[src/rtl/cpu_sequencer_pkg.sv]
// sap_pkg: opcode constants and sequencer state type shared by the SAP-BR CPU control path.
package sap_pkg;

    localparam logic [3:0] OPC_JMP = 4'h6;
    localparam logic [3:0] OPC_JC  = 4'h7;
    localparam logic [3:0] OPC_JZ  = 4'h8;

    typedef enum logic [1:0] {
        RUN,
        WAIT,
        HALT
    } seq_state_t;

endpackage

[src/rtl/cpu_sequencer_if.sv]
// Sequencer <-> IR/flags/microcode-ROM bundle; master is the sequencer, slave is the surrounding datapath.
interface cpu_sequencer_if #(
    parameter int OPC_W = 4
);

    logic [OPC_W-1:0] OPCODE;
    logic             FLAG_Z;
    logic             FLAG_C;
    logic             HLT_REQ;
    logic             END_REQ;
    logic             STEP_MODE;
    logic             STEP_BTN;
    logic [2:0]       T_STATE;
    logic [OPC_W+2:0] UADDR;
    logic             FETCH;
    logic             JMP_OK;
    logic             HALTED;
    logic             INSTR_DONE;
    logic [7:0]       INSTR_CNT;

    modport master (
        input  OPCODE, FLAG_Z, FLAG_C, HLT_REQ, END_REQ, STEP_MODE, STEP_BTN,
        output T_STATE, UADDR, FETCH, JMP_OK, HALTED, INSTR_DONE, INSTR_CNT
    );

    modport slave (
        output OPCODE, FLAG_Z, FLAG_C, HLT_REQ, END_REQ, STEP_MODE, STEP_BTN,
        input  T_STATE, UADDR, FETCH, JMP_OK, HALTED, INSTR_DONE, INSTR_CNT
    );

endinterface

[src/rtl/cpu_sequencer_step_sync.sv]
// step_sync: 2-flop synchronizer plus rising-edge detector for the raw step push button.
// Only compiled when SEQ_SINGLE_STEP_EN is defined.
`ifdef SEQ_SINGLE_STEP_EN
module step_sync (
    input  logic clk,
    input  logic rst,
    input  logic btn_async,
    output logic rise
);

    logic sync_p0;
    logic sync_p1;
    logic prev_p2;

    always_ff @(posedge clk) begin
        if (rst) begin
            sync_p0 <= 1'b0;
            sync_p1 <= 1'b0;
            prev_p2 <= 1'b0;
        end else begin
            sync_p0 <= btn_async;
            sync_p1 <= sync_p0;
            prev_p2 <= sync_p1;
        end
    end

    assign rise = sync_p1 & ~prev_p2;

endmodule
`endif

[src/rtl/cpu_sequencer.sv]
// cpu_sequencer: hardwired T-state sequencer driving the microcode ROM address {OPCODE, T_STATE}.
// Optional single-step mode (WAIT state + step_sync) enabled by defining SEQ_SINGLE_STEP_EN.
module cpu_sequencer
    import sap_pkg::*;
#(
    parameter int T_MAX = 5,
    parameter int OPC_W = 4
) (
    input logic            CLOCK,
    input logic            RESET,
    cpu_sequencer_if.master bus
);

    localparam logic [2:0] T_LAST = 3'(T_MAX - 1);

    seq_state_t state;
    logic [2:0] t_state;
    logic       halted;
    logic       instr_done;
    logic [7:0] instr_cnt;
    logic       jmp_ok;
    logic       is_cond;
    logic       retire;

`ifdef SEQ_SINGLE_STEP_EN
    logic step_rise;

    step_sync u_step_sync (
        .clk       (CLOCK),
        .rst       (RESET),
        .btn_async (bus.STEP_BTN),
        .rise      (step_rise)
    );
`else
    logic unused_step;
    assign unused_step = bus.STEP_MODE ^ bus.STEP_BTN;
`endif

    always_comb begin
        is_cond = (bus.OPCODE == OPC_W'(OPC_JC)) || (bus.OPCODE == OPC_W'(OPC_JZ));
        jmp_ok  = 1'b0;
        if (bus.OPCODE == OPC_W'(OPC_JMP))
            jmp_ok = 1'b1;
        else if (bus.OPCODE == OPC_W'(OPC_JC))
            jmp_ok = bus.FLAG_C;
        else if (bus.OPCODE == OPC_W'(OPC_JZ))
            jmp_ok = bus.FLAG_Z;
        // END_REQ during fetch (T0/T1) must not cut the instruction short
        retire = (bus.END_REQ && (t_state >= 3'd2))
              || ((t_state == 3'd2) && is_cond && !jmp_ok)
              || (t_state == T_LAST);
    end

    always_ff @(posedge CLOCK) begin
        if (RESET) begin
            state      <= RUN;
            t_state    <= 3'd0;
            halted     <= 1'b0;
            instr_done <= 1'b0;
            instr_cnt  <= 8'd0;
        end else begin
            instr_done <= 1'b0;
            case (state)
                RUN: begin
                    if (bus.HLT_REQ) begin
                        state  <= HALT;
                        halted <= 1'b1;
                    end else begin
                        if (retire) begin
                            t_state    <= 3'd0;
                            instr_cnt  <= instr_cnt + 8'd1;
                            instr_done <= 1'b1;
                        end else begin
                            t_state <= t_state + 3'd1;
                        end
`ifdef SEQ_SINGLE_STEP_EN
                        if (bus.STEP_MODE)
                            state <= WAIT;
`endif
                    end
                end
`ifdef SEQ_SINGLE_STEP_EN
                WAIT: begin
                    if (!bus.STEP_MODE || step_rise)
                        state <= RUN;
                end
`endif
                HALT: begin
                    state <= HALT;
                end
                default: state <= RUN;
            endcase
        end
    end

    assign bus.T_STATE    = t_state;
    assign bus.UADDR      = {bus.OPCODE, t_state};
    assign bus.FETCH      = (t_state < 3'd2);
    assign bus.JMP_OK     = jmp_ok;
    assign bus.HALTED     = halted;
    assign bus.INSTR_DONE = instr_done;
    assign bus.INSTR_CNT  = instr_cnt;

endmodule

[src/flat_wrapper.sv]
// flat-port wrapper written by rule: the top's interface ports become plain ports
module cpu_sequencer_flat import sap_pkg::*;
#(
    parameter int T_MAX = 5,
    parameter int OPC_W = 4
)
  (CLOCK, RESET, bus_OPCODE, bus_FLAG_Z, bus_FLAG_C, bus_HLT_REQ, bus_END_REQ, bus_STEP_MODE, bus_STEP_BTN, bus_T_STATE, bus_UADDR, bus_FETCH, bus_JMP_OK, bus_HALTED, bus_INSTR_DONE, bus_INSTR_CNT);
  cpu_sequencer_if #(.OPC_W(OPC_W)) bus_i ();
  input logic CLOCK;
  input logic RESET;
  input wire logic [$bits(bus_i.OPCODE)-1:0] bus_OPCODE;
  input wire logic [$bits(bus_i.FLAG_Z)-1:0] bus_FLAG_Z;
  input wire logic [$bits(bus_i.FLAG_C)-1:0] bus_FLAG_C;
  input wire logic [$bits(bus_i.HLT_REQ)-1:0] bus_HLT_REQ;
  input wire logic [$bits(bus_i.END_REQ)-1:0] bus_END_REQ;
  input wire logic [$bits(bus_i.STEP_MODE)-1:0] bus_STEP_MODE;
  input wire logic [$bits(bus_i.STEP_BTN)-1:0] bus_STEP_BTN;
  output wire logic [$bits(bus_i.T_STATE)-1:0] bus_T_STATE;
  output wire logic [$bits(bus_i.UADDR)-1:0] bus_UADDR;
  output wire logic [$bits(bus_i.FETCH)-1:0] bus_FETCH;
  output wire logic [$bits(bus_i.JMP_OK)-1:0] bus_JMP_OK;
  output wire logic [$bits(bus_i.HALTED)-1:0] bus_HALTED;
  output wire logic [$bits(bus_i.INSTR_DONE)-1:0] bus_INSTR_DONE;
  output wire logic [$bits(bus_i.INSTR_CNT)-1:0] bus_INSTR_CNT;
  assign bus_i.OPCODE = bus_OPCODE;
  assign bus_i.FLAG_Z = bus_FLAG_Z;
  assign bus_i.FLAG_C = bus_FLAG_C;
  assign bus_i.HLT_REQ = bus_HLT_REQ;
  assign bus_i.END_REQ = bus_END_REQ;
  assign bus_i.STEP_MODE = bus_STEP_MODE;
  assign bus_i.STEP_BTN = bus_STEP_BTN;
  assign bus_T_STATE = bus_i.T_STATE;
  assign bus_UADDR = bus_i.UADDR;
  assign bus_FETCH = bus_i.FETCH;
  assign bus_JMP_OK = bus_i.JMP_OK;
  assign bus_HALTED = bus_i.HALTED;
  assign bus_INSTR_DONE = bus_i.INSTR_DONE;
  assign bus_INSTR_CNT = bus_i.INSTR_CNT;
  cpu_sequencer #(.T_MAX(T_MAX), .OPC_W(OPC_W)) u_core (.CLOCK(CLOCK), .RESET(RESET), .bus(bus_i));
endmodule
[config.mk]
export PLATFORM = sky130hd
export DESIGN_NAME = cpu_sequencer_flat
export DESIGN_NICKNAME = d
export VERILOG_FILES = /design/src/rtl/cpu_sequencer_pkg.sv /design/src/rtl/cpu_sequencer_if.sv /design/src/rtl/cpu_sequencer_step_sync.sv /design/src/rtl/cpu_sequencer.sv /design/src/flat_wrapper.sv
export SDC_FILE = /design/constraint.sdc
export NUM_CORES = 1
export LEC_CHECK = 0
export BUFFER_PORTS_ARGS = -buffer_cell sky130_fd_sc_hd__buf_2
export CORE_MARGIN = 5
export CORE_UTILIZATION = 34
export CTS_BUF_LIST = sky130_fd_sc_hd__clkbuf_8 sky130_fd_sc_hd__clkbuf_16
export DETAILED_ROUTE_END_ITERATION = 10
export PLACE_DENSITY_LB_ADDON = 0.05
export SYNTH_ARGS = -nofsm -noshare
export SYNTH_HDL_FRONTEND = slang
export SYNTH_SLANG_ARGS = --single-unit
export TNS_END_PERCENT = 30
[constraint.sdc]
create_clock -name CLOCK -period 3.5 [get_ports CLOCK]
set_input_delay 0.525 -clock CLOCK [delete_from_list [all_inputs] [get_ports CLOCK]]
set_output_delay 0.525 -clock CLOCK [all_outputs]
set_load 0.02 [all_outputs]
# After elaboration in Yosys (flattened, before gate mapping)

Cells that the tools add are included.

Output and inout port bits: 22
Logic and storage cells: 37
Input bits: 12
Register bits after elaboration: 15

Equal/unequal tests: 7
Reduce and logical (&&, ||, !) cells: 12
Bitwise operators: 2
Magnitude comparators: 2
Mux-type cells: 7
Add/subtract/negate cells: 2

Operator list:

| cell                | count |
|---|---|
| $add 8x1->8 const B | 1 |
| $eq 4x3->1 const B  | 2 |
| $eq 4x4->1 const B  | 1 |
| $mux 1              | 4 |
| $pmux 2 s2          | 1 |
| $reduce_and 2->1    | 2 |
| $add 3x1->3 const B | 1 |
| $eq 3x2->1 const B  | 1 |
| $eq 3x3->1 const B  | 1 |
| $ge 3x2->1 const B  | 1 |
| $logic_and 1x1->1   | 3 |
| $logic_or 1x1->1    | 3 |
| $lt 3x2->1 const B  | 1 |
| $mux 3              | 1 |
| $reduce_and 3->1    | 1 |
| $reduce_or 3->1     | 1 |
| $eq 2x2->1 const B  | 1 |
| $logic_not 2->1     | 1 |
| $mux 2              | 1 |
| $ne 2x2->1 const B  | 1 |
| $not 1->1           | 2 |
| $logic_not 1->1     | 1 |

# Depth between registers and ports, before layout

Depth in word-level cells: 9
Gate-level depth with buffers: 8
Depth with buffers taken out: 7

# Worst setup path after synthesis

No wires, ideal clock.

Path type: input port to flip-flop
Start: in bus_OPCODE[3]
End: reg u_core.instr_cnt[1] (netlist: u_core.bus.INSTR_CNT[1])
Arrival: 1.820 ns
Stages: 6
Library setup time: 0.128 ns
Path buffers: 1
Slack: 1.552 ns
Path through: nand3b_1 o2bb2ai_1 a2bb2oi_2 buf_2 mux2i_1 nor2_1

Cells in the longest elaborated chain, start to end: 9
Elaborated cells between the ends (all ways): 13
Those cells by class: eq/ne (3); mux (3); reduce/logical (7)

Ends and longest elaborated chain:

| item                                  | RTL line            | text |
|---|---|---|
| from (decl)                           | flat_wrapper.sv:11  | `input wire logic [$bits(bus_i.OPCODE)-1:0] bus_OPCODE;` |
| $eq 4x4->1                            | cpu_sequencer.sv:46 | `else if (bus.OPCODE == OPC_W'(OPC_JZ))` |
| $mux 1                                | cpu_sequencer.sv:46 |  |
| $mux 1                                | cpu_sequencer.sv:44 | `else if (bus.OPCODE == OPC_W'(OPC_JC))` |
| $mux 1 (*)                            | cpu_sequencer.sv:42 | `if (bus.OPCODE == OPC_W'(OPC_JMP))` |
| named net bus_JMP_OK                  | flat_wrapper.sv:21  | `output wire logic [$bits(bus_i.JMP_OK)-1:0] bus_JMP_OK;` |
| $logic_not 1->1 (*)                   | cpu_sequencer.sv:50 | `\|\| ((t_state == 3'd2) && is_cond && !jmp_ok)` |
| $logic_and 1x1->1 (*)                 | cpu_sequencer.sv:50 |  |
| $logic_or 1x1->1 (*)                  | cpu_sequencer.sv:50 |  |
| $logic_or 1x1->1 (*)                  | cpu_sequencer.sv:51 | `\|\| (t_state == T_LAST);` |
| $reduce_and 3->1 (no source line) (*) | n/a                 |  |
| to (signal assigned)                  | cpu_sequencer.sv:71 | `instr_cnt <= instr_cnt + 8'd1;` |
| to (decl)                             | cpu_sequencer.sv:20 | `logic [7:0] instr_cnt;` |

Mark *: on every way through the listed nets, which the timed path passes. The rest lies on a longest branch.
A chain may end at the register's enable or synchronous reset.

# Worst setup path in the final report

Start: in bus_OPCODE[1]
End: out bus_JMP_OK

Cells in the longest elaborated chain, start to end: 4
Elaborated cells between the ends (all ways): 6
Those cells by class: eq/ne (3); mux (3)

Ends and longest elaborated chain:

| item       | RTL line |
|---|---|
| $eq 4x4->1 | cpu_sequencer.sv:46 |
| $mux 1     | cpu_sequencer.sv:46 |
| $mux 1     | cpu_sequencer.sv:44 |
| $mux 1 (*) | cpu_sequencer.sv:42 |
| to (decl)  | flat_wrapper.sv:21 |

Mark *: on every way between the ends. The rest lies on a longest branch, timed or not.

==> flow_summary.toml <==
[power_and_ir_drop]
max-vdd-ir-drop_uv = 230
p_leak_uw = 0.000431
power_per_cell_area_mw_per_mm2 = 386

[synth]
synthMostInstantiatedCell = "dfxtp_1"
ys_top_cells_by_count = "dfxtp_1, a21oi_1, o21ai_0"
synth_top_cell_by_area = "dfxtp_1"
asyncSetResetFlopFracSynth = 0
ys_top_cells_by_area = "dfxtp_1, buf_4, ha_1"
yosysUniqueCellTypes = 29
post_synth_edffs = 0
syn-num-nets = 104
synthesis.instances = 88
postSynthRegisterBits = 14
synth_area_per_cell_um2 = 8.76
synth_top_cell_area_share = 0.364
synth-warning-count = 0
post_synth_instance_area_um2 = 771
dominantRegCellSynth = "dfxtp_1"
synth_sequential_area_ratio = 0.364

[setup_path]
startpoint = "bus_OPCODE[1]"
cp.arrival_ns = 1.39
cpLargestDelayFamily = "buffers and inverters"
slowest_cp_cell = "nor4b_4"
path_class = "in2out"
regToRegStartpoint = "u_core.bus.T_STATE[0]"
worst_path_largest_cell_delay_ns = 0.31
timing.critical_path.from_type = "input pin"
worst-path-max-fanout = 4
critical_path.cell_chain = "buf_2, nor4b_4, o2bb2ai_1, buf_2"
data_required_time_at_the_worst_endpoint_ns = 2.97
cp-end-kind = "primary output"
critical_path_buf_inv_count = 2
critical-path-top-cell-by-count = "buf_2"

[clocking]
post-cts-setup-buffers = 0
ctsResizeCount = 0
tritoncts = "done"
clockRootBuffer = "clkbuf_8"
clock_insertion_delay_worst_skew_ns = 0.24
cts.reportedPaths.clkPinSlew_ns = 0.06
cts_buffers = 3
cts_max_level = 1
cts.hold.buffers_added = 0
cts-root-to-sink-buffers = 2
cts.sink_count = 14

[grt]
global_route.overflow_total = 0
first_global_vias = 616
all_layer_gr_usage = 0.103
grt_start_max_net_pins = 17
grt_first_pass_wirelength_um = 2720
antenna_found_initial = 0

[run_status]
outcome = "completed"

[layout]
nets = 131
antenna_cells = 0
area_growth_syn_to_layout_pct = 23.9
final_area_um2 = 955
drive_above_1_share = 0.342
utilization = 0.436

[timing]
fin_worst_hold_slack_ns = 0.481
finalMaxSlewViolations = 0
worst_slew_margin_rel = 0.579
setup_viol = 0
tns_ns = 0
max_clock_freq_mhz = 522
post_route_skew_ns = 0.00144
fin_ws_ns = 1.59
worst_slew_pin_slew_ns = 0.630
timing_hold_violations_final = 0
fin_crit_sh = 0.547
unrepaired_setup_endpoints_after_global_routing = "false"
final_period_minus_worst_setup_slack_ns = 1.91

[floorplanning]
die_w_um = 57.6
design.portCount = 34
fp.dieArea_mm2 = 0.00332
initial_utilization = 0.352
core_area_mm2 = 0.00219
rows = 17
floorplan.die.height_um = 57.6

[place]
count_of_input_and_output_buffers = 31
cell_area_after_placement_um2 = 900
pre_cts_ws_ns = 1.35
place_congestion = 0.650
place_hpwl_um = 1290

[route]
finalWirelength_um = 1670
drt-initial-drc-count = 18
route.detailed.wl_per_inst_um = 11.7
route.detailed.vias_per_inst = 4.92
num_vias = 698
antenna_left = 0
detailedRoute.firstPassIterationCount = 4
route.detailed.drc = 0

[run]
cap_viol_max_count = 0

[hold_path]
min-delay-start = "u_core.bus.INSTR_CNT[7]"
hold_path_class = "reg2reg"
logic make-up after synthesis:
kind of cell	share of synthesized area
adder cells (fa/ha/maj)	0.0649
multiplexers	0.0130
AO/OA/AOI/OAI	0.195
flip-flops	0.364
XOR/XNOR	0.0227
AND/OR/NAND/NOR	0.237
buffers and inverters	0.104
per-stage QoR:
step	power [uW]	instances
2_1_floorplan	205	88
3_3_place_gp	219	138
3_5_place_dp	219	138
4_1_cts	376	142
5_1_grt	386	142
6_report	368	142
sequential cells by signal (all words and copies together), names as in the netlist:
register / flops
u_core.bus.HALTED: 1
u_core.bus.INSTR_DONE: 1
u_core.bus.INSTR_CNT: 8
u_core.state: 1
u_core.bus.T_STATE: 3
path summary, 6_finish.rpt:
kind,endpoint,slack [ns],depth (start not counted)
worst max-delay path,bus_JMP_OK,1.59,4
worst min-delay path,u_core.bus.INSTR_CNT[7],0.48,2
worst max register to register,u_core.bus.INSTR_CNT[1],1.60,7
worst min register to register,u_core.bus.INSTR_CNT[7],0.48,2
layout by cell type, fill, tap and decap left out:
cell type  netlist  layout
a2bb2oi_2        1       1
o21ba_2          1       1
clkbuf_8         0       4
o2111ai_1        1       1
mux2i_1          1       1
o2bb2ai_1        1       1
and3b_1          1       1
nor2b_1          1       1
buf_2            1      31
nor4b_4          1       1
xnor2_1          1       1
nor2_1           6       6
ha_1             4       4
nand3b_1         1       1
o31ai_1          2       2
a21oi_1          9       9
nand3_1          7       7
nor2_4           1       1
and3_1           1       1
or4_1            2       2
dfxtp_1         14      14
and4b_1          1       1
nand2_1          3       3
or3_1            4       4
o211ai_1         1       1
xor2_1           1       1
inv_1            5       5
o21ai_0          8       8
tightest hold or removal path, cell delays in order, from the launching register on:
cell and delay [ns]:
dfxtp_1 0.31, o31ai_1 0.07, a21oi_1 0.06
power breakdown:
part	internal, uW	switching (uW)
combinational	17.7	29.3
sequential	163	4.64
clock	99.4	53.8
per-layer routing:
metal | wire length, um | share of wire | global-route usage
met2 | 729 | 0.44 | 0.156
met1 | 773 | 0.46 | 0.130
met4 | 12 | 0.0072 | 0.0199
met5 | 0 | 0 | 0
met3 | 152 | 0.091 | 0.0535
layout make-up:
| cell class | count | area, um^2 |
|---|---|---|
| Clock buffer | 4 | 55.1 |
| Multi-Input combinational cell | 60 | 410 |
| Fill cell | 232 | 1240 |
| Inverter | 5 | 18.8 |
| Tap cell | 28 | 35.0 |
| Timing Repair Buffer | 31 | 155 |
| Sequential cell | 14 | 280 |
(Power assumes the default switching activity.)
